File: src/rtl/sram_bus_arbiter_if.sv
// Bus bundle for the arbiter: two upstream SRAM-style request channels
// (instruction fetch, data access), one downstream memory port and busy.
// The slave modport is the arbiter's view. The master modport is the view of
// the surrounding environment, which is the CPU core plus the memory bridge.
interface sram_bus_arbiter_if #(
    parameter int ADDR_W = 32
);
    // instruction fetch channel
    logic              inst_req;
    logic [ADDR_W-1:0] inst_addr;
    logic              inst_addr_ok;
    logic              inst_data_ok;
    logic [31:0]       inst_rdata;
    // data access channel
    logic              data_req;
    logic              data_wr;
    logic [3:0]        data_wstrb;
    logic [ADDR_W-1:0] data_addr;
    logic [31:0]       data_wdata;
    logic              data_addr_ok;
    logic              data_data_ok;
    logic [31:0]       data_rdata;
    // downstream memory port
    logic              mem_req;
    logic              mem_wr;
    logic [3:0]        mem_wstrb;
    logic [ADDR_W-1:0] mem_addr;
    logic [31:0]       mem_wdata;
    logic              mem_addr_ok;
    logic              mem_data_ok;
    logic [31:0]       mem_rdata;
    logic              busy;

    modport slave (
        input  inst_req, inst_addr,
        output inst_addr_ok, inst_data_ok, inst_rdata,
        input  data_req, data_wr, data_wstrb, data_addr, data_wdata,
        output data_addr_ok, data_data_ok, data_rdata,
        output mem_req, mem_wr, mem_wstrb, mem_addr, mem_wdata,
        input  mem_addr_ok, mem_data_ok, mem_rdata,
        output busy
    );

    modport master (
        output inst_req, inst_addr,
        input  inst_addr_ok, inst_data_ok, inst_rdata,
        output data_req, data_wr, data_wstrb, data_addr, data_wdata,
        input  data_addr_ok, data_data_ok, data_rdata,
        input  mem_req, mem_wr, mem_wstrb, mem_addr, mem_wdata,
        output mem_addr_ok, mem_data_ok, mem_rdata,
        input  busy
    );
endinterface

File: src/rtl/sram_bus_arbiter.sv
// Single-outstanding arbiter sharing one memory port between the fetch and
// data channels. Data wins ties, except when fetch has been passed over
// STARVE_LIMIT times in a row.
module sram_bus_arbiter #(
    parameter int STARVE_LIMIT = 4,
    parameter int ADDR_W       = 32
) (
    input logic               clk,
    input logic               resetn,
    sram_bus_arbiter_if.slave bus
);
    typedef enum logic [1:0] {IDLE, ADDR, DATA} state_t;

    state_t            state, stateNext;
    logic              grantInst, grantData, memDone;
    logic              ownerInst;
    logic [ADDR_W-1:0] reqAddr;
    logic              reqWr;
    logic [3:0]        reqWstrb;
    logic [31:0]       reqWdata;
    logic [3:0]        starveCnt;
    logic              starveHit;
    logic              instDataOk, dataDataOk;
    logic [31:0]       instRdata, dataRdata;

    assign starveHit = (starveCnt == 4'(STARVE_LIMIT));

    // state register
    always_ff @(posedge clk or negedge resetn) begin
        if (!resetn) state <= IDLE;
        else         state <= stateNext;
    end

    // arbitration, downstream handshake and next-state decode
    always_comb begin
        stateNext = state;
        grantInst = 1'b0;
        grantData = 1'b0;
        memDone   = 1'b0;
        case (state)
            IDLE: begin
                // Gated by resetn so that no addr_ok leaks out while in reset.
                if (resetn) begin
                    if (bus.data_req && !(bus.inst_req && starveHit)) grantData = 1'b1;
                    else if (bus.inst_req)                              grantInst = 1'b1;
                end
                if (grantInst || grantData) stateNext = ADDR;
            end
            ADDR: begin
                if (bus.mem_addr_ok) begin
                    // Accept and response in the same cycle completes at once.
                    if (bus.mem_data_ok) begin
                        memDone   = 1'b1;
                        stateNext = IDLE;
                    end else begin
                        stateNext = DATA;
                    end
                end
            end
            DATA: begin
                if (bus.mem_data_ok) begin
                    memDone   = 1'b1;
                    stateNext = IDLE;
                end
            end
            default: stateNext = IDLE;
        endcase
    end

    // request latch, starvation counter, response capture and data_ok pulses
    always_ff @(posedge clk or negedge resetn) begin
        if (!resetn) begin
            ownerInst  <= 1'b0;
            reqAddr    <= '0;
            reqWr      <= 1'b0;
            reqWstrb   <= 4'h0;
            reqWdata   <= 32'h0;
            starveCnt  <= 4'h0;
            instDataOk <= 1'b0;
            dataDataOk <= 1'b0;
            instRdata  <= 32'h0;
            dataRdata  <= 32'h0;
        end else begin
            instDataOk <= memDone && ownerInst;
            dataDataOk <= memDone && !ownerInst;
            if (grantInst || grantData) begin
                ownerInst <= grantInst;
                reqAddr   <= grantInst ? bus.inst_addr : bus.data_addr;
                reqWr     <= grantData && bus.data_wr;
                reqWstrb  <= (grantData && bus.data_wr) ? bus.data_wstrb : 4'h0;
                reqWdata  <= grantData ? bus.data_wdata : 32'h0;
            end
            // Fetch starvation only accumulates while a fetch is actually waiting.
            if (grantInst) begin
                starveCnt <= 4'h0;
            end else if (grantData) begin
                if (!bus.inst_req)   starveCnt <= 4'h0;
                else if (!starveHit) starveCnt <= starveCnt + 4'h1;
            end
            // A completed write leaves data_rdata untouched.
            if (memDone && ownerInst)           instRdata <= bus.mem_rdata;
            if (memDone && !ownerInst && !reqWr) dataRdata <= bus.mem_rdata;
        end
    end

    assign bus.inst_addr_ok = grantInst;
    assign bus.data_addr_ok = grantData;
    assign bus.inst_data_ok = instDataOk;
    assign bus.data_data_ok = dataDataOk;
    assign bus.inst_rdata   = instRdata;
    assign bus.data_rdata   = dataRdata;
    assign bus.mem_req      = (state == ADDR);
    assign bus.mem_wr       = reqWr;
    assign bus.mem_wstrb    = reqWstrb;
    assign bus.mem_addr     = reqAddr;
    assign bus.mem_wdata    = reqWdata;
    assign bus.busy         = (state != IDLE);
endmodule

File: src/flat_wrapper.sv
// flat-port wrapper written by rule: the top's interface ports become plain ports
module sram_bus_arbiter_flat 
#(
    parameter int STARVE_LIMIT = 4,
    parameter int ADDR_W       = 32
)
  (clk, resetn, bus_inst_req, bus_inst_addr, bus_inst_addr_ok, bus_inst_data_ok, bus_inst_rdata, bus_data_req, bus_data_wr, bus_data_wstrb, bus_data_addr, bus_data_wdata, bus_data_addr_ok, bus_data_data_ok, bus_data_rdata, bus_mem_req, bus_mem_wr, bus_mem_wstrb, bus_mem_addr, bus_mem_wdata, bus_mem_addr_ok, bus_mem_data_ok, bus_mem_rdata, bus_busy);
  sram_bus_arbiter_if #(.ADDR_W(ADDR_W)) bus_i ();
  input logic clk;
  input logic resetn;
  input wire logic [$bits(bus_i.inst_req)-1:0] bus_inst_req;
  input wire logic [$bits(bus_i.inst_addr)-1:0] bus_inst_addr;
  output wire logic [$bits(bus_i.inst_addr_ok)-1:0] bus_inst_addr_ok;
  output wire logic [$bits(bus_i.inst_data_ok)-1:0] bus_inst_data_ok;
  output wire logic [$bits(bus_i.inst_rdata)-1:0] bus_inst_rdata;
  input wire logic [$bits(bus_i.data_req)-1:0] bus_data_req;
  input wire logic [$bits(bus_i.data_wr)-1:0] bus_data_wr;
  input wire logic [$bits(bus_i.data_wstrb)-1:0] bus_data_wstrb;
  input wire logic [$bits(bus_i.data_addr)-1:0] bus_data_addr;
  input wire logic [$bits(bus_i.data_wdata)-1:0] bus_data_wdata;
  output wire logic [$bits(bus_i.data_addr_ok)-1:0] bus_data_addr_ok;
  output wire logic [$bits(bus_i.data_data_ok)-1:0] bus_data_data_ok;
  output wire logic [$bits(bus_i.data_rdata)-1:0] bus_data_rdata;
  output wire logic [$bits(bus_i.mem_req)-1:0] bus_mem_req;
  output wire logic [$bits(bus_i.mem_wr)-1:0] bus_mem_wr;
  output wire logic [$bits(bus_i.mem_wstrb)-1:0] bus_mem_wstrb;
  output wire logic [$bits(bus_i.mem_addr)-1:0] bus_mem_addr;
  output wire logic [$bits(bus_i.mem_wdata)-1:0] bus_mem_wdata;
  input wire logic [$bits(bus_i.mem_addr_ok)-1:0] bus_mem_addr_ok;
  input wire logic [$bits(bus_i.mem_data_ok)-1:0] bus_mem_data_ok;
  input wire logic [$bits(bus_i.mem_rdata)-1:0] bus_mem_rdata;
  output wire logic [$bits(bus_i.busy)-1:0] bus_busy;
  assign bus_i.inst_req = bus_inst_req;
  assign bus_i.inst_addr = bus_inst_addr;
  assign bus_inst_addr_ok = bus_i.inst_addr_ok;
  assign bus_inst_data_ok = bus_i.inst_data_ok;
  assign bus_inst_rdata = bus_i.inst_rdata;
  assign bus_i.data_req = bus_data_req;
  assign bus_i.data_wr = bus_data_wr;
  assign bus_i.data_wstrb = bus_data_wstrb;
  assign bus_i.data_addr = bus_data_addr;
  assign bus_i.data_wdata = bus_data_wdata;
  assign bus_data_addr_ok = bus_i.data_addr_ok;
  assign bus_data_data_ok = bus_i.data_data_ok;
  assign bus_data_rdata = bus_i.data_rdata;
  assign bus_mem_req = bus_i.mem_req;
  assign bus_mem_wr = bus_i.mem_wr;
  assign bus_mem_wstrb = bus_i.mem_wstrb;
  assign bus_mem_addr = bus_i.mem_addr;
  assign bus_mem_wdata = bus_i.mem_wdata;
  assign bus_i.mem_addr_ok = bus_mem_addr_ok;
  assign bus_i.mem_data_ok = bus_mem_data_ok;
  assign bus_i.mem_rdata = bus_mem_rdata;
  assign bus_busy = bus_i.busy;
  sram_bus_arbiter #(.STARVE_LIMIT(STARVE_LIMIT), .ADDR_W(ADDR_W)) u_core (.clk(clk), .resetn(resetn), .bus(bus_i));
endmodule
File: config.mk
export PLATFORM = sky130hd
export DESIGN_NAME = sram_bus_arbiter_flat
export DESIGN_NICKNAME = d
export VERILOG_FILES = /design/src/rtl/sram_bus_arbiter_if.sv /design/src/rtl/sram_bus_arbiter.sv /design/src/flat_wrapper.sv
export SDC_FILE = /design/constraint.sdc
export NUM_CORES = 1
export LEC_CHECK = 0
export CORE_MARGIN = 1.5
export CORE_UTILIZATION = 41
export CTS_BUF_LIST = sky130_fd_sc_hd__clkbuf_16
export DETAILED_ROUTE_END_ITERATION = 6
export PLACE_DENSITY = 0.85
export SYNTH_ARGS = -nofsm -noshare
export SYNTH_HDL_FRONTEND = slang
export SYNTH_SLANG_ARGS = --single-unit
File: constraint.sdc
create_clock -name clk -period 2.1 [get_ports clk]
set_input_delay 0.42 -clock clk [delete_from_list [all_inputs] [get_ports clk]]
set_output_delay 0.42 -clock clk [all_outputs]
set_load 0.02 [all_outputs]
==> qor.csv <==
metric;value;unit
Avg Inst Size Synth;13.2;um^2
Fill cells;977;
status;completed;
CTS sink cnt;142;
root buf cell;clkbuf_16;
non-filler cells, final;929;
Setup WS pre-CTS;-0.344;ns
H-tree levels;4;
Peak VDD IR;0.784;mV
unrepaired setup endpoints after global routing;true;
routed len/inst;17.1;um
slowest CP cell;dfrtp_1;
worst-path cell chain;inv_1 > ha_4 > and4b_4 > nor2_4 > nor2b_1 > buf_4;
ys flop type;dfrtp_1;
first-pass GRT wire length;24.9;mm
Placeable Area;14000;um^2
Synth cell types;37;
f_max;489;MHz
Fin. Hold Viols;0;
GP Congestion;0.753;
Pleak;4.09;nW
# rows;43;
Post-Syn Instances;448;
Worst-Skew Late Latency;0.41;ns
Synth Cell Area;5920;um^2
TritonCTS clock tree;done;
WP data required;1.68;ns
Worst slew margin;0.539;
Seq cells post-synth;142;
Storage cell area;3550;um^2
initial detailed-routing violation count;188;
Routed WL;15.9;mm
number of global-route vias before repair;5064;
CP peak stage delay;0.38;ns
crit start category;register;
largest net degree at the start of global routing;65;
max-slew violations;0;
cell count after placement;897;
critical path arrival;1.62;ns
post-layout power;14.8;mW
share of flip-flops with an asynchronous set or reset;1.00;
minimum clock period;2.04;ns
period utilization;0.974;
HPWL after DPL;11.6;mm
share of cells above drive strength 1;0.195;
die area;15200;um^2
DRC violations left;0;
critical path class;register to primary output;
Starting Density;0.424;
syn nets;593;
Post-synth EDFFs;0;
Critical Path Fanout Max;3;
TritonCTS buffer count;17;
power per cell area;1560;nW/um^2
# port buffers;277;
Critical Path End Type;primary output;
First-pass DRT Iterations;4;
Clock Skews;0.00852;ns
top-area cell type share of the netlist area;0.600;
Setup-failing EPs final;0;
total track usage;0.214;
Final nets;882;
worst setup margin;0.0556;ns
layout overhead on the synthesized area;60.8;%
clock transition at the registers of the reported paths;0.06;ns
sequential area share after synthesis;0.600;
crit-path leading delay family;simple AND/OR/NAND/NOR gates;
via count of the routed design;4806;
buffer and inverter count on the worst path;2;
clk buf depth;2;
initial antenna violation count;0;
Via density;5.17;
Syn. warnings;0;
multi-input logic area;2150;um^2
Least-Margin Pin Slew;0.692;ns
max_cap viols;0;
final global-route overflow total;0;
# IOs;278;
area leader, netlist;dfrtp_1;
die height;123;um
Detail Route Antenna Nets;0;
diode count;0;
hold_buf cts;0;
dominant cells by area after synthesis;dfrtp_1 (60%), mux2_2 (12%), nor2_1 (6.1%);
Die X-Extent;123;um
Hold Crit Class;primary input to asynchronous set/reset pin;
-- sequential cells by signal, summed over array words and instances, names as in the netlist, 2 cells and up --
signal and cells:
u_core.bus.data_rdata 32, u_core.bus.inst_rdata 32, u_core.bus.mem_addr 32, u_core.bus.mem_wdata 32, u_core.bus.mem_wstrb 4, u_core.starveCnt 4, u_core.state 2
-- placed cells by master (no fill, tap or decap), types with 3 or more instances in the layout --
cell type,instances
a221oi_2,11
nor2_1,96
clkdlybuf4s50_1,272
a221oi_1,21
clkinv_2,3
inv_6,4
a32o_1,7
dfrtp_1,142
buf_4,21
mux2_2,64
ha_1,4
inv_1,8
a22o_1,34
clkinvlp_4,3
buf_12,4
clkbuf_16,17
-- synth_stat cells, types with 2 or more instances --
cell,n
a221oi_1,21
a221oi_2,11
a22o_1,34
a32o_1,7
buf_2,8
buf_4,3
buf_6,12
clkbuf_1,7
dfrtp_1,142
ha_1,6
inv_1,9
mux2_1,2
mux2_2,64
nand2_1,2
nor2_1,96
nor2b_1,2
o21ai_1,2
-- what timing repair did --
item / CTS / global route
setup endpoints to repair: 4 / 3
buffers inserted: 0 / 1
pin swaps: 1 / 2
resized for setup: 14 / 7
-- routing by layer --
metal | routed length (um) | global-route usage | share of wire | vias to the layer above
met5 | 0 | 0 | 0 | -
met3 | 1180 | 0.0623 | 0.074 | 27
met2 | 7930 | 0.365 | 0.50 | 211
li1 | - | - | - | 2201
met4 | 410 | 0.0927 | 0.026 | 0
met1 | 6420 | 0.250 | 0.40 | 2367
-- layout make-up --
cell class | count | area share
Tap cell | 180 | 0.0236
Timing Repair Buffer | 301 | 0.315
Sequential cell | 142 | 0.373
Clock buffer | 17 | 0.0447
Multi-Input combinational cell | 266 | 0.226
Clock inverter | 14 | 0.0147
Inverter | 9 | 0.00355
-- final timing paths --
| kind | from | end | slack [ns] | cells after the start |
|---|---|---|---|---|
| worst max-delay path | u_core.starveCnt[1]$_DFFE_PN0P_ | bus_inst_addr_ok | 0.06 | 6 |
| worst min-delay path | resetn | u_core.bus.mem_addr[9]$_DFFE_PN0P_ | 0.01 | 2 |
| worst max register to register | u_core.state[1]$_DFFE_PN0P_ | u_core.bus.inst_rdata[17]$_DFFE_PN0P_ | 0.15 | 7 |
| worst min register to register | u_core.bus.data_rdata[6]$_DFFE_PN0P_ | u_core.bus.data_rdata[6]$_DFFE_PN0P_ | 0.49 | 1 |
| max in group asynchronous | resetn | u_core.bus.data_rdata[4]$_DFFE_PN0P_ | 1.42 | 2 |
| min in group clk | u_core.bus.data_rdata[6]$_DFFE_PN0P_ | u_core.bus.data_rdata[6]$_DFFE_PN0P_ | 0.49 | 1 |
-- power by group --
group / switching (mW) / total, mW / leakage [nW] / internal, mW
registers: 0.751 / 4.78 / 1.74 / 4.03
clock network: 1.12 / 2.86 / 0.275 / 1.74
logic: 3.49 / 7.19 / 2.08 / 3.70
-- logic make-up (layout without fill, tap and decap cells) --
group                    after synthesis  count (layout)  synth area share
buffers and inverters                 40             341            0.0441
adder cells (fa/ha/maj)                6               6            0.0127
flip-flops                           142             142             0.600
AO/OA/AOI/OAI                         81              81             0.132
multiplexers                          67              67             0.127
AND/OR/NAND/NOR                      112             112            0.0838
-- per-stage QoR --
| step | area [um^2] | setup TNS [ns] | utilization | hold slack, ns |
|---|---|---|---|---|
| 6_report | 9530 | 0 | 0.681 | 0.0144 |
| 5_1_grt | 9530 | -0.0341 | 0.681 | 0.0187 |
| 4_1_cts | 9510 | 0 | 0.680 | 0.00190 |
| 3_5_place_dp | 8940 | -0.718 | 0.639 | 0.449 |
| 3_3_place_gp | 8940 | -0.644 | 0.639 | 0.444 |
| 2_1_floorplan | 5920 | 0 | - | 0.124 |
-- worst register-to-register path: stages (launching register included) --
cell and delay [ns]:
dfrtp_1 0.40, inv_2 0.09, buf_4 0.12, ha_1 0.23, a21oi_2 0.13, nor3b_4 0.24, buf_12 0.24, mux2_2 0.38
Note: power is estimated with default switching activity, not from simulation.
